--- src/rtl/rtc_pkg.sv ---
// rtc_pkg: shared FSM encodings, RTC register map constants and time-bus byte lanes.
package rtc_pkg;
  typedef logic [3:0] state_t;
  localparam state_t S_IDLE    = 4'd0;
  localparam state_t S_W_START = 4'd1;
  localparam state_t S_W_XFER  = 4'd2;
  localparam state_t S_W_END   = 4'd3;
  localparam state_t S_P_START = 4'd4;
  localparam state_t S_P_XFER  = 4'd5;
  localparam state_t S_P_END   = 4'd6;
  localparam state_t S_R_START = 4'd7;
  localparam state_t S_R_XFER  = 4'd8;
  localparam state_t S_R_END   = 4'd9;
  localparam logic [6:0] RTC_ADDR_DEFAULT = 7'h68;
  localparam logic [7:0] RTC_PTR_TIME = 8'h00;
  localparam int RTC_NREGS = 7;
  localparam int LANE_SEC = 0;
  localparam int LANE_MIN = 1;
  localparam int LANE_HOUR = 2;
  localparam int LANE_DAY = 3;
  localparam int LANE_DATE = 4;
  localparam int LANE_MONTH = 5;
  localparam int LANE_YEAR = 6;
  function automatic logic [7:0] time_byte(input logic [55:0] t, input logic [3:0] i);
    time_byte = 8'h00;
    for (int n = 0; n < RTC_NREGS; n++)
      if (i == 4'(n)) time_byte = t[n*8 +: 8];
  endfunction
endpackage

--- src/rtl/rtc_poll_timer.sv ---
// rtc_poll_timer: free-running poll period counter; raises a sticky poll request on each wrap.
module rtc_poll_timer #(
  parameter int unsigned POLL_CYCLES = 25_000_000
) (
  input  logic clk_sys,
  input  logic reset_n,
  input  logic i_clr,
  output logic o_pend
);
  logic [31:0] r_cnt;
  logic        r_pend;
  logic        w_wrap;
  assign w_wrap = r_cnt == 32'(POLL_CYCLES - 1);
  assign o_pend = r_pend;
  always_ff @(posedge clk_sys or negedge reset_n) begin
    if (!reset_n) begin
      r_cnt  <= '0;
      r_pend <= 1'b0;
    end else begin
      r_cnt  <= w_wrap ? '0 : r_cnt + 32'd1;
      r_pend <= w_wrap | (r_pend & ~i_clr);
    end
  end
endmodule

--- src/rtl/rtc_i2c_scheduler.sv ---
// rtc_i2c_scheduler: sequences RTC time polls and host set-time writes over the I2C byte engine,
// with a per-transaction watchdog that returns to idle and flags err on a hung bus.
module rtc_i2c_scheduler import rtc_pkg::*; #(
  parameter int unsigned CLK_HZ         = 50_000_000,
  parameter int unsigned POLL_CYCLES    = CLK_HZ / 2,
  parameter int unsigned TIMEOUT_CYCLES = CLK_HZ / 50,
  parameter logic [6:0]  RTC_ADDR       = RTC_ADDR_DEFAULT
) (
  input  logic        clk_sys,
  input  logic        reset_n,
  input  logic        set_req,
  input  logic [55:0] set_time,
  output logic        set_busy,
  output logic [55:0] time_out,
  output logic        time_valid,
  output logic        err,
  output logic        i2c_en,
  output logic        i2c_rw,
  output logic [6:0]  i2c_addr,
  output logic [7:0]  i2c_nbytes,
  output logic        i2c_valid,
  output logic [7:0]  i2c_data,
  input  logic        i2c_ready,
  input  logic        i2c_rvalid,
  input  logic [7:0]  i2c_rdata
);
  state_t      r_state;
  logic        r_rdy_d;
  logic [3:0]  r_k;
  logic [3:0]  r_j;
  logic [55:0] r_set_time;
  logic [55:0] r_shadow;
  logic [55:0] r_time;
  logic        r_set_pend;
  logic        r_tvalid;
  logic        r_err;
  logic        r_valid;
  logic [7:0]  r_data;
  logic [31:0] r_wd;
  logic        w_core_idle;
  logic        w_rdy_rise;
  logic        w_poll_pend;
  logic        w_poll_clr;
  logic        w_write_side;
  logic        w_read_side;
  logic        w_timeout;
  // ACK pulses are single-cycle highs; idle is ready held across two cycles
  assign w_core_idle  = i2c_ready & r_rdy_d;
  assign w_rdy_rise   = i2c_ready & ~r_rdy_d;
  assign w_write_side = (r_state == S_W_START) || (r_state == S_W_XFER) || (r_state == S_W_END);
  assign w_read_side  = (r_state == S_R_START) || (r_state == S_R_XFER);
  assign w_timeout    = (r_state != S_IDLE) && (r_wd >= 32'(TIMEOUT_CYCLES - 1));
  assign w_poll_clr   = (r_state == S_R_END) || (w_timeout && !w_write_side);
  assign set_busy     = r_set_pend;
  assign time_out     = r_time;
  assign time_valid   = r_tvalid;
  assign err          = r_err;
  assign i2c_en       = (r_state == S_W_START) || (r_state == S_P_START) || (r_state == S_R_START);
  assign i2c_rw       = w_read_side;
  assign i2c_addr     = RTC_ADDR;
  assign i2c_nbytes   = w_read_side ? 8'(RTC_NREGS) : 8'h00;
  assign i2c_valid    = r_valid;
  assign i2c_data     = r_data;
  rtc_poll_timer #(.POLL_CYCLES(POLL_CYCLES)) u_timer (
    .clk_sys (clk_sys),
    .reset_n (reset_n),
    .i_clr   (w_poll_clr),
    .o_pend  (w_poll_pend)
  );
  always_ff @(posedge clk_sys or negedge reset_n) begin
    if (!reset_n) begin
      r_state    <= S_IDLE;
      r_rdy_d    <= 1'b0;
      r_k        <= '0;
      r_j        <= '0;
      r_set_time <= '0;
      r_shadow   <= '0;
      r_time     <= '0;
      r_set_pend <= 1'b0;
      r_tvalid   <= 1'b0;
      r_err      <= 1'b0;
      r_valid    <= 1'b0;
      r_data     <= '0;
      r_wd       <= '0;
    end else begin
      r_rdy_d  <= i2c_ready;
      r_valid  <= 1'b0;
      r_tvalid <= 1'b0;
      r_wd     <= (r_state == S_IDLE) ? '0 : r_wd + 32'd1;
      if (set_req && !r_set_pend) begin
        r_set_time <= set_time;
        r_set_pend <= 1'b1;
      end
      if (w_timeout) begin
        r_err   <= 1'b1;
        r_state <= S_IDLE;
        if (w_write_side) r_set_pend <= 1'b0;
      end else begin
        case (r_state)
          S_IDLE:
            if (w_core_idle && r_set_pend) r_state <= S_W_START;
            else if (w_core_idle && w_poll_pend) r_state <= S_P_START;
          S_W_START: begin
            r_k     <= '0;
            r_state <= S_W_XFER;
          end
          S_W_XFER:
            if (w_rdy_rise) begin
              if (r_k <= 4'd7) begin
                r_valid <= 1'b1;
                r_data  <= (r_k == 4'd0) ? RTC_PTR_TIME : time_byte(r_set_time, r_k - 4'd1);
                r_k     <= r_k + 4'd1;
              end else r_state <= S_W_END;
            end
          S_W_END:
            if (w_core_idle) begin
              r_state    <= S_IDLE;
              r_set_pend <= 1'b0;
              r_err      <= 1'b0;
            end
          S_P_START: begin
            r_k     <= '0;
            r_state <= S_P_XFER;
          end
          S_P_XFER:
            if (w_rdy_rise) begin
              if (r_k == 4'd0) begin
                r_valid <= 1'b1;
                r_data  <= RTC_PTR_TIME;
                r_k     <= 4'd1;
              end else r_state <= S_P_END;
            end
          S_P_END:
            if (w_core_idle) begin
              r_wd    <= '0;
              r_state <= S_R_START;
            end
          S_R_START: begin
            r_j     <= '0;
            r_state <= S_R_XFER;
          end
          S_R_XFER: begin
            if (i2c_rvalid && r_j < 4'(RTC_NREGS)) begin
              for (int n = 0; n < RTC_NREGS; n++)
                if (r_j == 4'(n)) r_shadow[n*8 +: 8] <= i2c_rdata;
              r_j <= r_j + 4'd1;
            end
            if (r_j == 4'(RTC_NREGS) && w_core_idle) r_state <= S_R_END;
          end
          S_R_END: begin
            r_time   <= r_shadow;
            r_tvalid <= 1'b1;
            r_err    <= 1'b0;
            r_state  <= S_IDLE;
          end
          default: r_state <= S_IDLE;
        endcase
      end
    end
  end
endmodule
--- config.mk ---
export PLATFORM = sky130hd
export DESIGN_NAME = rtc_i2c_scheduler
export DESIGN_NICKNAME = d
export VERILOG_FILES = /design/src/rtl/rtc_pkg.sv /design/src/rtl/rtc_poll_timer.sv /design/src/rtl/rtc_i2c_scheduler.sv
export SDC_FILE = /design/constraint.sdc
export NUM_CORES = 1
export LEC_CHECK = 0
export ABC_AREA = 1
export BUFFER_PORTS_ARGS = -buffer_cell sky130_fd_sc_hd__buf_2
export CAP_MARGIN = 20
export CORE_MARGIN = 2
export CORE_UTILIZATION = 35
export CTS_BUF_LIST = sky130_fd_sc_hd__clkbuf_4 sky130_fd_sc_hd__clkbuf_8
export CTS_CLUSTER_DIAMETER = 200
export DETAILED_ROUTE_END_ITERATION = 7
export SKIP_LAST_GASP = 1
export SYNTH_ARGS = -nofsm -noshare
export SYNTH_HDL_FRONTEND = slang
export SYNTH_HIERARCHICAL = 1
export SYNTH_SLANG_ARGS = --single-unit
--- constraint.sdc ---
create_clock -name clk_sys -period 2.6 [get_ports clk_sys]
set_clock_uncertainty 0.2 [all_clocks]
set_input_delay 0.26 -clock clk_sys [delete_from_list [all_inputs] [get_ports clk_sys]]
set_output_delay 0.26 -clock clk_sys [all_outputs]
set_load 0.05 [all_outputs]
==> results.py, run 1 <==
metrics = {
    "synthesis": {
        "yosysMostFrequentCell": "nand2_1",
        "avgSynthCellArea_um2": 8.33,
        "synth_edf_count": 0,
        "synthTopCellsByCount": "nand2_1 (418), dfrtp_1 (258), nor2_1 (184), inv_1 (173), o21ai_1 (76)",
        "async_reset_ff_share_pct": 100,
        "yosys-top-cells-area": "dfrtp_1 (51%), nand2_1 (12%), nor2_1 (5.4%)",
        "ys.flop_type": "dfrtp_1",
        "netlist_area_um2": 12700,
        "yosysWarnings": 6,
        "ys_seq_area_share_pct": 50.9,
        "synthesis.instances": 1521,
        "yosys.area.top_type": "dfrtp_1",
        "synth-seq-cells": 258,
        "synth_top_area_share_pct": 50.9,
        "synth_cell_types": 48,
    },
    "worst_setup_path": {
        "worst-setup-path-type": "register to register",
        "path_buf_inv": 0,
        "crit_arrival_ps": 2630,
        "worstSetupEndpointType": "register",
        "cp_top_family": "simple AND/OR/NAND/NOR gates",
        "slowest_stage": "dfrtp_1",
        "crit_chain": "ha_1 > nand3_1 > o21ai_0 > nand2_1 > nand2_1 > nand2_1 > nand2_4 > nor2_8 > nand3_4 > nor2_1 > a21oi_2",
        "cpMostUsedCell": "nand2_1",
        "cp_max_fo": 16,
        "critical_path_required_ps": 2820,
        "slowest_delay_ps": 400,
        "cp-start-kind": "register",
    },
    "grt": {
        "grt_pass1_vias": 10400,
        "grt_usage_pct": 16.4,
        "grt_pass1_wl_um": 51500,
        "antenna_found_initial": 0,
        "grt_max_degree": 85,
        "grt-ovfl-total": 0,
    },
    "clock_tree": {
        "clk_path_buf_depth": 3,
        "cts_buffers": 46,
        "htreeDepth": 2,
        "clk_pin_slew_worst_paths_ps": 60,
        "clock_latency_ps": 570,
        "post_cts_buffers": 0,
        "cts-root-buf": "clkbuf_8",
        "cts_tree": "yes",
        "clock-sinks": 258,
    },
    "floorplanning": {
        "die_area_um2": 37800,
        "rows": 69,
        "io_pins": 154,
        "initial_utilization_pct": 35.6,
        "fp.dieW_um": 194,
        "coreArea_um2": 35700,
        "fp.dieH_um": 194,
    },
    "timing": {
        "setup_slack_ps": 187,
        "period_needed_ps": 2410,
        "tightest_slew_ps": 628,
        "period_share_pct": 92.8,
        "fmax_mhz": 414,
        "hold_viol": 0,
        "setup_viol": 0,
        "setup_tns_ps": 0,
        "slew_headroom_pct": 57.8,
        "drv_slew": 0,
    },
    "status": {
        "violations": "design-rule violations",
        "status": "finished with violations",
    },
    "routing": {
        "avgViaCountPerCell": 4.63,
        "wl_met3_um": 1240,
        "num_vias": 10400,
        "drc": 12,
        "highest-signal-layer": "met4",
        "wl_met2_um": 14500,
        "drtIter0Drc": 504,
        "routedWlPerCell_um": 13.5,
        "m1WireLength_um": 13900,
        "drtAntennaViolNets": 0,
        "dr.pass1.iters": 8,
        "finalWirelength_um": 30300,
    },
    "placed_design": {
        "post-dp-hpwl_um": 21100,
        "gp_congestion": 0.867,
        "dp_slack_ps": 129,
        "portBuffers": 141,
        "place_area_um2": 13800,
    },
    "finish": {
        "area.growth.synth_to_final_pct": 22.8,
        "drive_gt1_share_pct": 19.7,
        "finalInstanceArea_um2": 15600,
        "n_fill_cell": 3546,
        "final_nets": 1827,
        "antenna-diode-count": 0,
        "utilization_pct": 43.7,
    },
    "pwr": {
        "leakage_uw": 0.00793,
        "vdd_drop_max_mv": 0.446,
        "power_density_nw_per_um2": 865,
    },
    "min_path": {
        "min_path_type": "input port to asynchronous set/reset pin",
    },
    "run": {
        "drv_cap": 0,
    },
}
## power by group
group / internal (uW) / switching, uW / leakage, uW
clock network: 2360 / 1710 / 0.000546
logic: 1360 / 2820 / 0.00401
registers: 4790 / 436 / 0.00337
total: 8510 / 4970 / 0.00793
## layout make-up
cell class,count,area [um^2],area share (%)
repair buffers,227,1590,10.2
clock inverters,9,72.6,0.466
multi-input cells,1026,5200,33.4
well taps,461,577,3.70
clock buffers,76,965,6.20
inverters,188,708,4.55
flip-flops and latches,258,6460,41.5
## state kept, by name, indices dropped and copies added, names as in the netlist, 8 cells and up
register	cells
i2c_data	8
r_set_time	56
time_out	56
u_timer/r_cnt	32
r_wd	32
r_shadow	56
## layout by cell type, fill, tap and decap left out, types with 8 or more instances in the layout
master	n
conb_1	12
dlygate4sd3_1	68
clkbuf_4	14
xor2_1	32
a21oi_2	8
nor3_1	20
ha_1	11
nand4_1	38
nor2_2	11
o21ai_0	28
dfrtp_1	258
mux2_2	28
clkbuf_8	63
nand3_1	59
nand2_2	8
buf_2	139
inv_2	14
nor2_1	183
buf_4	13
inv_1	173
a21oi_1	35
o21ai_1	76
nand3_4	8
nand2_1	415
## kinds of logic (layout without fill, tap and decap cells)
| group | Yosys count | count (layout) | synth area share [%] |
|---|---|---|---|
| and+or+nand+nor | 783 | 783 | 27.6 |
| buffers and inverters | 247 | 500 | 8.61 |
| AOI/OAI and AO/OA | 156 | 156 | 6.69 |
| other | 2 | 12 | 0.0592 |
| DFF | 258 | 258 | 50.9 |
| adders and majority gates | 11 | 11 | 1.09 |
| xor gates and xnor gates | 36 | 36 | 2.49 |
| muxes | 28 | 28 | 2.49 |
## worst paths after layout
| path | startpoint | to | slack, ps | depth (start not counted) |
|---|---|---|---|---|
| max in group asynchronous | reset_n | time_out[5] | 1370 | 3 |
| min | reset_n | r_set_time[12] | 70 | 2 |
| max | r_wd[0] | r_shadow[7] | 190 | 11 |
| min in group clk_sys | set_time[35] | r_set_time[35] | 250 | 3 |
| min reg2reg | r_shadow[44] | time_out[44] | 270 | 2 |
| max reg2reg | r_wd[0] | r_shadow[7] | 190 | 11 |
## timing repair
item,CTS,global route
hold buffers,68,0
endpoints found under the hold margin,306,0
resized for setup,0,9
endpoints found under the setup margin,0,70
## per-stage QoR
stage,std cells,total power (uW),hold WS (ps)
final,2245,13500,72.9
after global routing,2245,14400,111
after CTS,2245,13600,60.0
after detailed placement,2092,9350,88.7
after global placement,2092,9270,87.8
after floorplan,1531,8290,-236
## routing by layer
layer,global-route usage [%],vias up
met2,27.9,230
li1,-,5235
met5,0,-
met3,2.62,50
met1,21.4,4890
met4,5.13,0
Power figures use the tool's default switching activity.
==> run 2, diff against run 1 <==
- BUFFER_PORTS_ARGS: -buffer_cell sky130_fd_sc_hd__buf_2 -> -buffer_cell sky130_fd_sc_hd__buf_4
- CORE_UTILIZATION: 35 -> 61
- PLACE_DENSITY: unset -> 0.83
- RECOVER_POWER: unset -> 25
==> results.py, run 2 (same netlist as run 1, synthesis figures left out) <==
metrics = {
    "worst_setup_path": {
        "worstSetupEndpointType": "register",
        "critical_path_required_ps": 2850,
        "cp-start-kind": "register",
        "crit_arrival_ps": 2720,
        "cp_max_fo": 16,
        "worst-setup-path-type": "register to register",
    },
    "grt": {
        "grt-ovfl-total": 0,
        "grt_max_degree": 85,
        "antenna_found_initial": 1,
        "grt_pass1_wl_um": 52400,
        "grt_pass1_vias": 11000,
        "grt_usage_pct": 29.5,
    },
    "finish": {
        "final_common_cell": "nand2_1",
        "area.growth.synth_to_final_pct": 22.3,
        "layout_common_cells": "nand2_1 (416), dfrtp_1 (258), nor2_1 (183)",
        "drive_gt1_share_pct": 18.8,
        "final_nets": 1822,
        "fin_cells": 2039,
        "finalInstanceArea_um2": 15500,
    },
    "timing": {
        "timing.hold.ws_ps": 257,
        "setup_tns_ps": 0,
        "fmax_mhz": 406,
        "grt_setup_unrepaired": "true",
        "setup_viol": 0,
        "tightest_slew_ps": 1140,
        "hold_viol": 0,
        "period_share_pct": 94.8,
        "drv_slew": 0,
        "slew_headroom_pct": 23.8,
        "period_needed_ps": 2470,
    },
    "clock_tree": {
        "clk_pin_slew_worst_paths_ps": 70,
        "post_cts_buffers": 0,
        "cts_buffers": 42,
        "htreeDepth": 2,
        "clock-sinks": 258,
        "clk_path_buf_depth": 3,
        "clock_latency_ps": 560,
        "cts-root-buf": "clkbuf_8",
        "cts_tree": "yes",
    },
    "pwr": {
        "p_comb_share_pct": 33.6,
        "p_int_uw": 8300,
        "p_switching_uw": 5050,
        "switching_share_pct": 37.8,
        "p_seq_share_pct": 39.5,
        "power_density_nw_per_um2": 861,
        "power_frac_clock_pct": 26.9,
        "fin_total_pwr_uw": 13400,
        "leakage_uw": 0.00790,
        "vdd_drop_max_mv": 0.590,
    },
    "min_path": {
        "min_path_type": "register to register",
    },
    "placed_design": {
        "post-dp-hpwl_um": 20200,
        "gp_congestion": 0.921,
        "portBuffers": 141,
        "dp_cells": 1899,
        "place_area_um2": 13900,
    },
    "floorplanning": {
        "rows": 52,
        "fp.dieW_um": 148,
        "die_area_um2": 21900,
        "coreArea_um2": 20300,
        "fp.dieH_um": 148,
        "initial_utilization_pct": 62.4,
        "io_pins": 154,
    },
    "status": {
        "status": "finished, final reports clean",
    },
    "run": {
        "drv_cap": 0,
    },
    "routing": {
        "dr.pass1.iters": 8,
        "drc": 0,
        "routedWlPerCell_um": 15.8,
        "num_vias": 11000,
        "finalWirelength_um": 32100,
        "avgViaCountPerCell": 5.41,
        "drtIter0Drc": 862,
        "drtAntennaViolNets": 0,
    },
}
## run 2: changes by cell type in the layout (fill, tap and decap cells not counted), moves of 2 or more
cell	change
buf_2	-139
buf_4	+135
clkbuf_8	-10
clkinv_2	-2
clkinv_8	-2
clkinvlp_4	-2
inv_8	+2
nand3_2	-3
nand3_4	+2
## run 2: area by class of cell
cell class / instances / area [um^2]
inverters: 188 / 708
clock buffers: 64 / 812
fillers: 1371 / 4800
repair buffers: 226 / 1930
clock inverters: 6 / 46.3
diodes: 1 / 2.50
multi-input cells: 1026 / 5210
flip-flops and latches: 258 / 6460
well taps: 270 / 338
## run 2: through the flow
step,util [%],worst slack (ps)
final,76.4,134
after global routing,76.4,-32.7
after CTS,76.3,86.2
after detailed placement,68.7,123
after global placement,68.7,240
after floorplan,-,393
## run 2: metal layers
layer	GRT usage [%]	share of wire [%]
met1	37.2	40
met5	0	0
met3	5.74	7.1
met2	51.2	50
met4	10.3	3.3
## run 2: what timing repair did
action / CTS / global route
endpoints found under the hold margin: 215 / 0
hold buffers: 68 / 0
setup endpoints to repair: 0 / 39
gates resized for setup: 0 / 6
## run 2: final timing paths
path | startpoint | to | slack, ps | cells past startpoint
max in group asynchronous | reset_n | time_out[45] | 560 | 3
worst max-delay path | r_k[1] | i2c_data[2] | 130 | 13
min in group asynchronous | reset_n | r_wd[13] | 300 | 2
worst max register to register | r_k[1] | i2c_data[2] | 130 | 13
worst min-delay path | r_wd[0] | r_wd[0] | 260 | 1
worst min register to register | r_wd[0] | r_wd[0] | 260 | 1
## run 2: power by group through the flow
stage	registers [uW]	logic (uW)	clock network [uW]
3_3_place_gp	5270	4040	0
3_5_place_dp	5300	4190	0
4_1_cts	5240	4290	3650
2_1_floorplan	5610	2680	0
6_report	5270	4480	3600
5_1_grt	5330	4920	3850
## run 2: critical path, cell delays in order (launching register included)
cell and delay (ps):
dfrtp_1 460, inv_1 140, nand3_1 110, nand2_1 90, nand2_1 350, nand3_4 260
o21ai_1 270, inv_1 80, nand2_1 90, nand2_1 80, nand2_1 60, nand2_1 40
nand3_1 60, nand2_1 50
